File: config.mk
export PLATFORM = sky130hd
export DESIGN_NAME = block_scheduler
export DESIGN_NICKNAME = d
export VERILOG_FILES = /design/src/rtl/block_scheduler_pkg.sv /design/src/rtl/block_scheduler_slot.sv /design/src/rtl/block_scheduler.sv
export SDC_FILE = /design/constraint.sdc
export NUM_CORES = 1
export LEC_CHECK = 0
export CAP_MARGIN = 20
export CORE_ASPECT_RATIO = 0.5
export CORE_MARGIN = 5
export CORE_UTILIZATION = 50
export CTS_BUF_LIST = sky130_fd_sc_hd__clkbuf_8 sky130_fd_sc_hd__clkbuf_16
export CTS_CLUSTER_DIAMETER = 50
export DETAILED_ROUTE_END_ITERATION = 12
export PLACE_DENSITY = 0.76
export SLEW_MARGIN = 15
export SYNTH_ARGS = -nofsm -noshare
export SYNTH_HDL_FRONTEND = slang
export SYNTH_SLANG_ARGS = --single-unit
File: constraint.sdc
create_clock -name CLK -period 4.9 [get_ports CLK]
set_input_delay 1.225 -clock CLK [delete_from_list [all_inputs] [get_ports CLK]]
set_output_delay 1.225 -clock CLK [all_outputs]
set_load 0.03 [all_outputs]
File: src/rtl/block_scheduler_pkg.sv
// ============================================================================
// Module      : block_scheduler_pkg
// Description : Shared widths, empty-shape code, FSM encodings and LFSR step
//               for the obstacle lane scheduler.
// Revision    : 1.0 - initial release
// ============================================================================
`default_nettype none

package block_scheduler_pkg;

    localparam int SHAPE_ENCODE_LENGTH = 3;
    localparam int COORDINATE_LENGTH   = 10;
    localparam int NUM_SLOTS           = 4;
    localparam int SHAPE_NONE          = 0;

    typedef logic [1:0] state_t;
    localparam state_t ST_IDLE   = 2'd0;
    localparam state_t ST_CLEAR  = 2'd1;
    localparam state_t ST_RUN    = 2'd2;
    localparam state_t ST_FROZEN = 2'd3;

    localparam logic [7:0] LFSR_SEED = 8'hA5;

    // Fibonacci form, taps 8,6,5,4 (bits 7,5,4,3), shifting towards the MSB.
    function automatic logic [7:0] lfsr_next(input logic [7:0] v);
        return {v[6:0], v[7] ^ v[5] ^ v[4] ^ v[3]};
    endfunction

endpackage

`default_nettype wire

File: src/rtl/block_scheduler_slot.sv
// ============================================================================
// Module      : block_scheduler_slot
// Description : One obstacle lane: holds shape and x, scrolls left, retires
//               at the left edge, and accepts a spawn load when empty.
// Revision    : 1.0 - initial release
// ============================================================================
`default_nettype none

module block_scheduler_slot
    import block_scheduler_pkg::*;
#(
    parameter int SHAPE_W = SHAPE_ENCODE_LENGTH,
    parameter int COORD_W = COORDINATE_LENGTH
) (
    input  logic               clk,
    input  logic               rst_n,
    input  logic               i_clear,
    input  logic               i_move,
    input  logic               i_load,
    input  logic [SHAPE_W-1:0] i_load_shape,
    input  logic [COORD_W-1:0] i_load_x,
    input  logic [2:0]         i_speed,
    output logic [SHAPE_W-1:0] o_shape,
    output logic [COORD_W-1:0] o_x,
    output logic               o_free
);

    localparam logic [SHAPE_W-1:0] c_shape_none = SHAPE_W'(SHAPE_NONE);

    logic [SHAPE_W-1:0] shape_q, shape_d;
    logic [COORD_W-1:0] x_q, x_d;
    logic [COORD_W-1:0] w_step;

    assign w_step = {{(COORD_W-3){1'b0}}, i_speed};

    always_comb begin
        shape_d = shape_q;
        x_d     = x_q;
        if (i_clear) begin
            shape_d = c_shape_none;
            x_d     = '0;
        end else if (i_load) begin
            shape_d = i_load_shape;
            x_d     = i_load_x;
        end else if (i_move && (shape_q != c_shape_none)) begin
            // Retiring at x <= step is what keeps x from wrapping below zero.
            if (x_q <= w_step) begin
                shape_d = c_shape_none;
                x_d     = '0;
            end else begin
                x_d     = x_q - w_step;
            end
        end
    end

    always_ff @(posedge clk or negedge rst_n) begin
        if (!rst_n) begin
            shape_q <= c_shape_none;
            x_q     <= '0;
        end else begin
            shape_q <= shape_d;
            x_q     <= x_d;
        end
    end

    assign o_shape = shape_q;
    assign o_x     = x_q;
    assign o_free  = (shape_q == c_shape_none);

endmodule

`default_nettype wire

File: src/rtl/block_scheduler.sv
// ============================================================================
// Module      : block_scheduler
// Description : Spawns, scrolls and retires four obstacle lanes for the
//               referee. Define BLOCK_SCHEDULER_RAMP_EN for the speed ramp.
// Revision    : 1.0 - initial release
// ============================================================================
`default_nettype none

module block_scheduler
    import block_scheduler_pkg::*;
#(
    parameter int SHAPE_W    = SHAPE_ENCODE_LENGTH,
    parameter int COORD_W    = COORDINATE_LENGTH,
    parameter int SCREEN_W   = 640,
    parameter int SPAWN_GAP  = 150,
    parameter int STEP_INIT  = 2,
    parameter int STEP_MAX   = 6,
    parameter int RAMP_TICKS = 1000
) (
    input  logic                         CLK,
    input  logic                         RESET_N,
    input  logic                         START,
    input  logic                         OVER,
    output logic [NUM_SLOTS*SHAPE_W-1:0] BLOCK_SHAPE,
    output logic [NUM_SLOTS*COORD_W-1:0] BLOCK_START_X,
    output logic                         GAME_READY,
    output logic [2:0]                   SPEED
);

    localparam int                 c_cnt_w    = (SPAWN_GAP > 2) ? $clog2(SPAWN_GAP) : 1;
    localparam logic [c_cnt_w-1:0] c_cnt_last = c_cnt_w'(SPAWN_GAP - 1);
    localparam logic [COORD_W-1:0] c_spawn_x  = COORD_W'(SCREEN_W);

    if ((SPAWN_GAP < 2) || (SCREEN_W >= (1 << COORD_W)) || (STEP_INIT < 1) ||
        (STEP_MAX < STEP_INIT) || (STEP_MAX > 7) || (RAMP_TICKS < 2) ||
        (SHAPE_W > 8)) begin : g_cfg_error
        $error("block_scheduler: illegal parameter combination");
    end

    state_t               state_q, state_d;
    logic                 game_ready_q, game_ready_d;
    logic [c_cnt_w-1:0]   spawn_cnt_q, spawn_cnt_d;
    logic [7:0]           lfsr_q, lfsr_d;

    logic                 w_clear;
    logic                 w_run_active;
    logic                 w_spawn_due;
    logic                 w_found;
    logic [NUM_SLOTS-1:0] w_free;
    logic [NUM_SLOTS-1:0] w_load;
    logic [SHAPE_W-1:0]   w_spawn_shape;

    // ---------------- FSM: state register / next state / outputs ----------
    always_ff @(posedge CLK or negedge RESET_N) begin
        if (!RESET_N) begin
            state_q <= ST_IDLE;
        end else begin
            state_q <= state_d;
        end
    end

    always_comb begin
        state_d = state_q;
        case (state_q)
            ST_IDLE:   if (START) state_d = ST_CLEAR;
            ST_CLEAR:  state_d = ST_RUN;
            ST_RUN:    if (OVER) state_d = ST_FROZEN;
            ST_FROZEN: state_d = ST_FROZEN;
            default:   state_d = ST_IDLE;
        endcase
    end

    always_comb begin
        game_ready_d = (state_d == ST_RUN);
    end

    // ---------------- Datapath control ------------------------------------
    // OVER gates everything in its own cycle, so the field freezes as sampled.
    assign w_clear      = (state_q == ST_CLEAR);
    assign w_run_active = (state_q == ST_RUN) && !OVER;
    assign w_spawn_due  = w_run_active && (spawn_cnt_q == c_cnt_last);

    always_comb begin
        spawn_cnt_d = spawn_cnt_q;
        if (w_clear) begin
            spawn_cnt_d = '0;
        end else if (w_run_active) begin
            if (spawn_cnt_q == c_cnt_last) begin
                if (|w_free) spawn_cnt_d = '0;
            end else begin
                spawn_cnt_d = spawn_cnt_q + c_cnt_w'(1);
            end
        end
    end

    always_comb begin
        w_load  = '0;
        w_found = 1'b0;
        for (int i = 0; i < NUM_SLOTS; i++) begin
            if (w_spawn_due && w_free[i] && !w_found) begin
                w_load[i] = 1'b1;
                w_found   = 1'b1;
            end
        end
    end

    always_comb begin
        lfsr_d        = lfsr_next(lfsr_q);
        w_spawn_shape = lfsr_q[SHAPE_W-1:0];
        if (w_spawn_shape == SHAPE_W'(SHAPE_NONE)) w_spawn_shape = SHAPE_W'(1);
    end

    always_ff @(posedge CLK or negedge RESET_N) begin
        if (!RESET_N) begin
            game_ready_q <= 1'b0;
            spawn_cnt_q  <= '0;
            lfsr_q       <= LFSR_SEED;
        end else begin
            game_ready_q <= game_ready_d;
            spawn_cnt_q  <= spawn_cnt_d;
            lfsr_q       <= lfsr_d;
        end
    end

    assign GAME_READY = game_ready_q;

`ifdef BLOCK_SCHEDULER_RAMP_EN
    localparam int                  c_ramp_w    = (RAMP_TICKS > 2) ? $clog2(RAMP_TICKS) : 1;
    localparam logic [c_ramp_w-1:0] c_ramp_last = c_ramp_w'(RAMP_TICKS - 1);

    logic [c_ramp_w-1:0] ramp_cnt_q, ramp_cnt_d;
    logic [2:0]          speed_q, speed_d;

    always_comb begin
        ramp_cnt_d = ramp_cnt_q;
        speed_d    = speed_q;
        if (w_clear) begin
            ramp_cnt_d = '0;
            speed_d    = 3'(STEP_INIT);
        end else if (w_run_active) begin
            if (ramp_cnt_q == c_ramp_last) begin
                ramp_cnt_d = '0;
                if (speed_q < 3'(STEP_MAX)) speed_d = speed_q + 3'd1;
            end else begin
                ramp_cnt_d = ramp_cnt_q + c_ramp_w'(1);
            end
        end
    end

    always_ff @(posedge CLK or negedge RESET_N) begin
        if (!RESET_N) begin
            ramp_cnt_q <= '0;
            speed_q    <= 3'(STEP_INIT);
        end else begin
            ramp_cnt_q <= ramp_cnt_d;
            speed_q    <= speed_d;
        end
    end

    assign SPEED = speed_q;
`else
    assign SPEED = 3'(STEP_INIT);
`endif

    // ---------------- Lanes -------------------------------------------------
    for (genvar gi = 0; gi < NUM_SLOTS; gi++) begin : g_slot
        block_scheduler_slot #(
            .SHAPE_W (SHAPE_W),
            .COORD_W (COORD_W)
        ) u_slot (
            .clk          (CLK),
            .rst_n        (RESET_N),
            .i_clear      (w_clear),
            .i_move       (w_run_active),
            .i_load       (w_load[gi]),
            .i_load_shape (w_spawn_shape),
            .i_load_x     (c_spawn_x),
            .i_speed      (SPEED),
            .o_shape      (BLOCK_SHAPE[gi*SHAPE_W +: SHAPE_W]),
            .o_x          (BLOCK_START_X[gi*COORD_W +: COORD_W]),
            .o_free       (w_free[gi])
        );
    end

endmodule

`default_nettype wire
==> results of run 1 <==
[cell usage after synthesis (3+ instances only)]
master | instances | area (sq um)
dfrtp_1 | 63 | 1580
nor2_1 | 37 | 139
nand2_1 | 36 | 135
o21ai_0 | 25 | 125
nor3_1 | 21 | 105
a21oi_1 | 20 | 100
nand3_1 | 16 | 80.1
xnor2_1 | 13 | 114
inv_1 | 12 | 45.0
nor4_1 | 11 | 68.8
or3_1 | 10 | 62.6
clkbuf_1 | 8 | 30.0
or4_1 | 8 | 60.1
buf_4 | 7 | 52.6
ha_1 | 6 | 75.1
and3_1 | 5 | 31.3
o22ai_1 | 5 | 31.3
a21o_1 | 4 | 30.0
a22oi_1 | 4 | 30.0
a31oi_1 | 4 | 25.0
dfstp_2 | 4 | 105
o2bb2ai_1 | 4 | 35.0
nand2b_1 | 3 | 18.8
nand4_1 | 3 | 18.8
o21ai_1 | 3 | 15.0
o31ai_1 | 3 | 22.5
xor2_1 | 3 | 26.3
[stage by stage]
stage | total power, W | utilization, % | area [sq um] | setup WS (ps)
3_5_place_dp | 0.000855 | 60.5 | 4090 | 1400
3_3_place_gp | 0.000846 | 60.5 | 4090 | 1500
4_1_cts | 0.00149 | 64.9 | 4380 | 1730
6_report | 0.00148 | 64.9 | 4380 | 1680
5_1_grt | 0.00154 | 64.9 | 4380 | 1610
2_1_floorplan | 0.000773 | - | 3540 | 2310
[kinds of logic after synthesis]
group / count (synthesis) / synth area share [%]
AND/OR/NAND/NOR: 173 / 26.0
buffers and inverters: 30 / 4.23
adder cells (fa/ha/maj): 6 / 2.13
other: 2 / 0.213
XOR/XNOR: 16 / 3.98
AO/OA/AOI/OAI: 88 / 15.6
flip-flops: 67 / 47.8
[sequential cells by signal, summed over array words and instances (netlist names)]
| signal | flops |
|---|---|
| spawn_cnt_q | 8 |
| lfsr_q | 8 |
| g_slot.u_slot.o_x | 36 |
| g_slot.u_slot.o_shape | 12 |
| state_q | 2 |
| GAME_READY | 1 |
[where the power goes]
| part | total, W | internal (W) | switching, W |
|---|---|---|---|
| Clock | 0.000629 | 0.000402 | 0.000227 |
| Combinational | 0.000228 | 0.0000905 | 0.000137 |
| Sequential | 0.000618 | 0.000582 | 0.0000365 |
| Total | 0.00148 | 0.00107 | 0.000400 |
[layout make-up]
| class | count | area (sq um) |
|---|---|---|
| Timing Repair Buffer | 55 | 538 |
| Tap cell | 92 | 115 |
| Sequential cell | 67 | 1680 |
| Fill cell | 557 | 2370 |
| Multi-Input combinational cell | 290 | 1710 |
| Inverter | 12 | 45.0 |
| Clock inverter | 6 | 55.1 |
| Clock buffer | 10 | 239 |
[per-layer routing]
metal | routed length [microns] | share of wire, % | up-vias | track usage, %
met2 | 4160 | 48 | 106 | 32.3
met3 | 642 | 7.4 | 13 | 5.85
li1 | - | - | 1481 | -
met1 | 3780 | 43 | 1566 | 25.7
met5 | 0 | 0 | - | 0
met4 | 114 | 1.3 | 0 | 6.75
[worst max-delay path: stages]
cell and delay (ps):
clkdlybuf4s50_1 460, or3b_1 680, nor2_2 400, a211oi_1 180, or3_1 370, a21oi_1 150
[worst paths after layout]
check / depth (start not counted) / start / endpoint
min in group asynchronous: 1 / RESET_N / state_q[0]
worst min-delay path: 0 / lfsr_q[6] / lfsr_q[7]
worst min register to register: 0 / lfsr_q[6] / lfsr_q[7]
worst max register to register: 5 / state_q[0] / g_slot[2].u_slot.o_x[6]
max in group asynchronous: 2 / RESET_N / g_slot[3].u_slot.o_x[6]
worst max-delay path: 6 / OVER / g_slot[2].u_slot.o_x[6]
==> out/results.ini, run 1 <==
[clock_network]
postCtsHoldBufs = 0
ctsResizeCount = 0
root_buffer = clkbuf_16
ctsLongestPathBuffers = 2
cts_htree_levels = 3
cts_setup_buffers = 0
cts_tree = built
clkLatencyLatePin_ps = 330
clock-sinks = 67
tritoncts.num_buffers = 9
clk_pin_slew_ps = 50

[sta]
fin_crit_ps = 3220
worst_pin_slew_ps = 915
fin_crit_sh_pct = 65.8
setup_tns_ps = 0
rsz0062_at_grt = no
setup_viol = 0
fin_skew_ps = 5.56
clock.fmax_mhz = 310
hold_viol_final = 0
whs_ps = 360
slew_headroom_pct = 39.0
drv_slew = 0

[logic_synthesis]
ys_warn_count = 0
synth_cell_types = 58
syn_area_sq_um = 3520
synth-edff-count = 0
synthCells = 382
ys_seq_area_share_pct = 47.8
synth_seq_cells = 67
syn_avg_cell_area_sq_um = 9.21
synthFlopType = dfrtp_1
ys_async_sr_fraction_pct = 100

[cells_and_area]
area_delta_synth_final_pct = 24.5
num-nets-final = 445
final_cell_mix = dfrtp_1, clkdlybuf4s50_1, nor2_1, nand2_1, o21ai_0
stdcell_count = 532
drive_gt1_share_pct = 7.95
antennaDiodeCount = 0
layout_commonest_cell = dfrtp_1

[drt]
firstDrtPassIters = 5
drt_iter0_drc = 276
drc = 0
ant_nets = 0
via_per_inst = 5.95
totalWireLength_microns = 8690
avgRoutedWirePerCell_microns = 16.3
num_vias = 3166

[setup_path]
worstSetupPathType = primary input to flip-flop
crit_path_max_fanout = 18
critical_path.startpoint_type = primary input
reg2reg_slack_ps = 2580
critical_path_required_ps = 5140
arrival_ps = 3460
cp-end-kind = flip-flop

[pwr]
power_density_nw_per_um2 = 337
ir_drop_mv = 0.196
p_leak_nw = 1.90

[floorplanning]
start_util_pct = 52.1
fp.dieH_microns = 69.3
dieArea_sq_um = 8920
rows = 21
die_w_microns = 129
pin_count = 60
core_area_sq_um = 6750

[grt]
grt_max_degree = 42
grt_pass1_wl_microns = 14500
grt_usage_pct = 20.0
grt_pass1_vias = 3029
antenna_found_initial = 0
gr-total-overflow = 0

[placement]
port_buffers = 52
place.gp.congestion = 0.884
dp_hpwl_microns = 6200
dp_cells = 516

[flow_run]
maxCapViolCount = 0

[status]
run_status = complete, no violations

[hold_path]
hp-class = flip-flop to flip-flop

Power figures use the tool's default switching activity.
==> inputs of run 2 (changes only) <==
==> constraint.sdc (replaced) <==
create_clock -name CLK -period 3.2 [get_ports CLK]
set_input_delay 0.8 -clock CLK [delete_from_list [all_inputs] [get_ports CLK]]
set_output_delay 0.8 -clock CLK [all_outputs]
set_load 0.03 [all_outputs]
==> run 2 against run 1 <==
Compared with the run above: die area stayed put; critical path type unchanged; largest cell class unchanged; power up 52%; cell area up 0.23%; first-iteration DRC count grew 16%; clock power grew 48%; combinational power rose by 55%; non-clock buffer count up 2; critical path depth fell by 1; utilization up 0.15 points; setup slack got worse by 1200 ps; critical endpoint is now spawn_cnt_q[2]; hold slack got worse by 3.3 ps; global-route usage grew 1.7 points.
==> out/results.ini, run 2 (synthesis results as in run 1) <==
[cells_and_area]
final_cell_mix = dfrtp_1, clkdlybuf4s50_1, nor2_1, nand2_1, o21ai_0
largest_register_ffs = 36  ; unchanged
drive_gt1_share_pct = 7.48  ; -0.47 points
area_delta_synth_final_pct = 24.8
num-nets-final = 447  ; +0.45%
layout_commonest_cell = dfrtp_1
antennaDiodeCount = 0  ; unchanged

[flow_run]
maxCapViolCount = 0  ; unchanged

[grt]
antenna_found_initial = 0  ; unchanged
gr-total-overflow = 0  ; unchanged
grt_pass1_wl_microns = 15500  ; +7.0%
grt_pass1_vias = 3163  ; +4.4%
grt_usage_pct = 21.7  ; +1.7 points
grt_max_degree = 37  ; -12%

[sta]
setup_tns_ps = 0  ; unchanged
fin_skew_ps = 7.41  ; +1.85 ps
clock.fmax_mhz = 374
drv_slew = 0  ; unchanged
hold_viol_final = 0  ; unchanged
fin_crit_ps = 2680
slew_headroom_pct = 40.8  ; +1.8 points
fin_crit_sh_pct = 83.6
worst_pin_slew_ps = 879  ; -35.9 ps
whs_ps = 357  ; -3.28 ps
rsz0062_at_grt = no
setup_viol = 0  ; unchanged

[clock_network]
ctsLongestPathBuffers = 2  ; unchanged
root_buffer = clkbuf_16
clk_pin_slew_ps = 50  ; about the same
tritoncts.num_buffers = 9  ; unchanged
clock-sinks = 67  ; unchanged
cts_tree = built
ctsResizeCount = 0  ; unchanged
postCtsHoldBufs = 0  ; unchanged
cts_setup_buffers = 0  ; unchanged
cts_htree_levels = 3  ; unchanged
clkLatencyLatePin_ps = 340  ; about the same

[placement]
place.gp.congestion = 0.905  ; +2.4%
dp_hpwl_microns = 6450  ; +4.1%
port_buffers = 52  ; unchanged

[drt]
totalWireLength_microns = 9160  ; +5.4%
avgRoutedWirePerCell_microns = 17.2  ; +5.2%
drt_iter0_drc = 319  ; +16%
num_vias = 3270  ; +3.3%
drc = 0  ; unchanged
ant_nets = 0  ; unchanged
via_per_inst = 6.14  ; +3.1%
firstDrtPassIters = 5  ; unchanged

[hold_path]
hp-class = flip-flop to flip-flop
min-delay-start = lfsr_q[6]

[pwr]
ir_drop_mv = 0.318  ; +62%
p_leak_nw = 1.91  ; +0.52%
p_int_w = 0.00162  ; +51%
switching_power_w = 0.000617  ; +54%
clock_power_share_pct = 41.7  ; -0.9 points
netSwitchingFraction_pct = 27.6  ; +0.49 points
power_density_nw_per_um2 = 509  ; +51%
combPwrFrac_pct = 15.8  ; +0.4 points
sequentialPowerShare_pct = 42.5  ; +0.6 points
power.total_w = 0.00224  ; +52%

[setup_path]
cp-end-kind = flip-flop
worstSetupPathType = primary input to flip-flop
reg2reg_from = spawn_cnt_q[1]
crit_path_max_fanout = 14  ; -4
arrival_ps = 2900  ; -560 ps
critical_path_required_ps = 3430  ; -1710 ps
critical_path.startpoint_type = primary input
cp-startpoint = OVER

[floorplanning]
rows = 21  ; unchanged
start_util_pct = 52.1  ; unchanged
fp.dieH_microns = 69.3  ; unchanged
core_area_sq_um = 6750  ; unchanged
pin_count = 60  ; unchanged
dieArea_sq_um = 8920  ; unchanged
die_w_microns = 129  ; unchanged

[status]
run_status = complete, no violations

run 2: changes by cell type in the layout (fill, tap and decap cells not counted), sizes merged:
cell and change:
clkbuf -1, buf +2, inv +3, clkinv -3
run 2: area by class of cell:
class	count	area (sq um)
Tap cell	92	115
Fill cell	528	2360
Multi-Input combinational cell	290	1710
Inverter	12	45.0
Clock inverter	6	51.3
Timing Repair Buffer	57	566
Clock buffer	9	225
Sequential cell	67	1680
run 2: critical path, cell delays in order:
cell and delay [ps]:
clkdlybuf4s50_1 450, or3b_1 630, a21oi_1 550, o21ai_0 180, a31o_2 280
run 2: power by group through the flow:
| stage | clock (W) | combinational [W] | sequential, W |
|---|---|---|---|
| 2_1_floorplan | 0 | 0.000169 | 0.00101 |
| 3_3_place_gp | 0 | 0.000340 | 0.000957 |
| 3_5_place_dp | 0 | 0.000349 | 0.000962 |
| 4_1_cts | 0.000940 | 0.000353 | 0.000948 |
| 5_1_grt | 0.000980 | 0.000387 | 0.000957 |
| 6_report | 0.000933 | 0.000353 | 0.000949 |
run 2: through the flow:
step | std cells | worst slack, ps | instance area (sq um) | utilization (%)
after CTS | 533 | 543 | 4390 | 65.0
after global routing | 533 | 414 | 4390 | 65.0
after global placement | 518 | 296 | 4120 | 60.9
after floorplan | 387 | 1030 | 3540 | -
after detailed placement | 518 | 180 | 4120 | 60.9
final | 533 | 524 | 4390 | 65.0
run 2: worst paths after layout:
check	endpoint	slack (ps)	depth (start not counted)
min	lfsr_q[7]	360	0
max in group asynchronous	lfsr_q[5]	1970	2
max	spawn_cnt_q[2]	520	5
min reg2reg	lfsr_q[7]	360	0
max reg2reg	g_slot[3].u_slot.o_x[1]	910	7
min in group asynchronous	g_slot[0].u_slot.o_x[1]	530	1
run 2: metal layers:
metal | vias to the layer above | wire length, microns | GRT usage (%) | part of all wire (%)
met5 | - | 0 | 0 | 0
met4 | 0 | 240 | 9.20 | 2.6
met3 | 25 | 781 | 6.46 | 8.5
met2 | 173 | 4280 | 32.7 | 47
met1 | 1587 | 3860 | 28.9 | 42
li1 | 1485 | - | - | -
==> inputs of run 3 (changes only) <==
==> constraint.sdc (replaced) <==
create_clock -name CLK -period 2.69 [get_ports CLK]
set_input_delay 0.6725 -clock CLK [delete_from_list [all_inputs] [get_ports CLK]]
set_output_delay 0.6725 -clock CLK [all_outputs]
set_load 0.03 [all_outputs]
==> run 3 against run 2 <==
Compared with the run above: sequential share of layout area down 0.78 points; clock skew down 0.90 ps; sequential power grew 19%; register-to-register slack lost 350 ps; via count is 3.5% lower; critical path type unchanged; combinational power grew 19%; utilization rose by 1.4 points; final cell count increased by 1.5%; routed wire length decreased by 2.2%.
==> out/results.ini, run 3 (synthesis results as in run 1) <==
[status]
run_status = complete, no violations

[placement]
port_buffers = 52  ; unchanged
place.gp.congestion = 0.903  ; -0.22%
dp_hpwl_microns = 6370  ; -1.3%
dpl_cell_area_sq_um = 4190  ; +1.8%

[setup_path]
critical-path-max-stage-delay_ps = 480  ; -150 ps
cpLargestDelayFamily = simple AND/OR/NAND/NOR gates
worstSetupPathType = primary input to flip-flop
crit_path_max_fanout = 18  ; +4
arrival_ps = 2600  ; -300 ps
cp-end-kind = flip-flop
critical_path_required_ps = 2950  ; -480 ps
critical_path.startpoint_type = primary input
cp_cell_sequence = clkdlybuf4s50_1 -> or3b_1 -> buf_12 -> nor2_4 -> nand2b_1 -> or4_1 -> a31oi_1
critPathSlowestCell = or4_1
crit_buf_inv = 2  ; +1

[cells_and_area]
fillers = 553  ; +4.7%
utilization_pct = 66.4  ; +1.4 points
multiInputGateArea_sq_um = 1710  ; unchanged
drive_gt1_share_pct = 9.35  ; +1.9 points
largest_register_ffs = 36  ; unchanged
layout_commonest_cell = dfrtp_1
seqCellArea_sq_um = 1680  ; unchanged
num-nets-final = 455  ; +1.8%
postLayoutCellArea_sq_um = 4480  ; +2.1%
final_cell_mix = dfrtp_1, clkdlybuf4s50_1, nor2_1, nand2_1, o21ai_0
area_delta_synth_final_pct = 27.4
antennaDiodeCount = 0  ; unchanged

[floorplanning]
start_util_pct = 52.1  ; unchanged
rows = 21  ; unchanged
dieArea_sq_um = 8920  ; unchanged
fp.dieH_microns = 69.3  ; unchanged
core_area_sq_um = 6750  ; unchanged
die_w_microns = 129  ; unchanged
pin_count = 60  ; unchanged

[sta]
hold_viol_final = 0  ; unchanged
fin_skew_ps = 6.51  ; -0.898 ps
drv_slew = 0  ; unchanged
fin_crit_ps = 2350
worst_pin_slew_ps = 688  ; -191 ps
setup_viol = 0  ; unchanged
setup_tns_ps = 0  ; unchanged
clock.fmax_mhz = 426
rsz0062_at_grt = no
fin_crit_sh_pct = 87.2
slew_headroom_pct = 53.7  ; +13 points

[grt]
grt_usage_pct = 21.8  ; +0.13 points
grt_pass1_vias = 3223  ; +1.9%
grt_pass1_wl_microns = 15600  ; +0.89%
grt_max_degree = 68  ; +84%
gr-total-overflow = 0  ; unchanged
antenna_found_initial = 0  ; unchanged

[clock_network]
ctsLongestPathBuffers = 2  ; unchanged
cts_htree_levels = 3  ; unchanged
cts_setup_buffers = 0  ; unchanged
ctsResizeCount = 0  ; unchanged
postCtsHoldBufs = 0  ; unchanged
root_buffer = clkbuf_16
tritoncts.num_buffers = 9  ; unchanged
clk_pin_slew_ps = 50  ; about the same
clkLatencyLatePin_ps = 340  ; about the same
cts_tree = built
clock-sinks = 67  ; unchanged

[drt]
firstDrtPassIters = 4  ; -1
via_per_inst = 5.83  ; -5.0%
avgRoutedWirePerCell_microns = 16.6  ; -3.6%
totalWireLength_microns = 8960  ; -2.2%
drt_iter0_drc = 293  ; -8.2%
drc = 0  ; unchanged
num_vias = 3154  ; -3.5%
ant_nets = 0  ; unchanged

[pwr]
p_leak_nw = 1.96  ; +2.7%
power_density_nw_per_um2 = 605  ; +19%
ir_drop_mv = 0.398  ; +25%

[hold_path]
hp-class = primary input to asynchronous set/reset pin

[flow_run]
maxCapViolCount = 0  ; unchanged

[run 3: power by group]
part	switching, W	internal (W)
Combinational	0.000251	0.000170
Sequential	0.0000661	0.00106
Clock	0.000411	0.000753
Total	0.000728	0.00198
[run 3: worst paths after layout]
path / from / endpoint / slack, ps / cells past startpoint
max: OVER / g_slot[3].u_slot.o_x[9] / 340 / 7
min: RESET_N / lfsr_q[4] / 320 / 2
max reg2reg: spawn_cnt_q[1] / g_slot[3].u_slot.o_x[5] / 560 / 7
min reg2reg: lfsr_q[6] / lfsr_q[7] / 360 / 0
max in group asynchronous: RESET_N / lfsr_q[2] / 2030 / 2
min in group CLK: lfsr_q[6] / lfsr_q[7] / 360 / 0
[run 3: per-layer routing]
| layer | track usage (%) | part of all wire [%] |
|---|---|---|
| met5 | 0 | 0 |
| met4 | 6.17 | 1.4 |
| met3 | 7.08 | 6.4 |
| met2 | 33.4 | 46 |
| met1 | 29.6 | 47 |
[run 3: area by class of cell]
type	instances	area share (%)
clock inverters	4	0.949
inverters	12	1.00
repair buffers	65	14.2
clock buffers	11	5.64
flip-flops and latches	67	37.5
well taps	92	2.57
multi-input cells	290	38.1
[run 3: metrics by stage]
step | power [W] | instances | hold slack, ps | worst slack [ps]
after floorplan | 0.00141 | 387 | 333 | 649
after global placement | 0.00155 | 526 | 342 | 76.4
after detailed placement | 0.00156 | 526 | 343 | 14.9
after CTS | 0.00273 | 541 | 361 | 350
after global routing | 0.00283 | 541 | 383 | 231
final | 0.00271 | 541 | 320 | 345
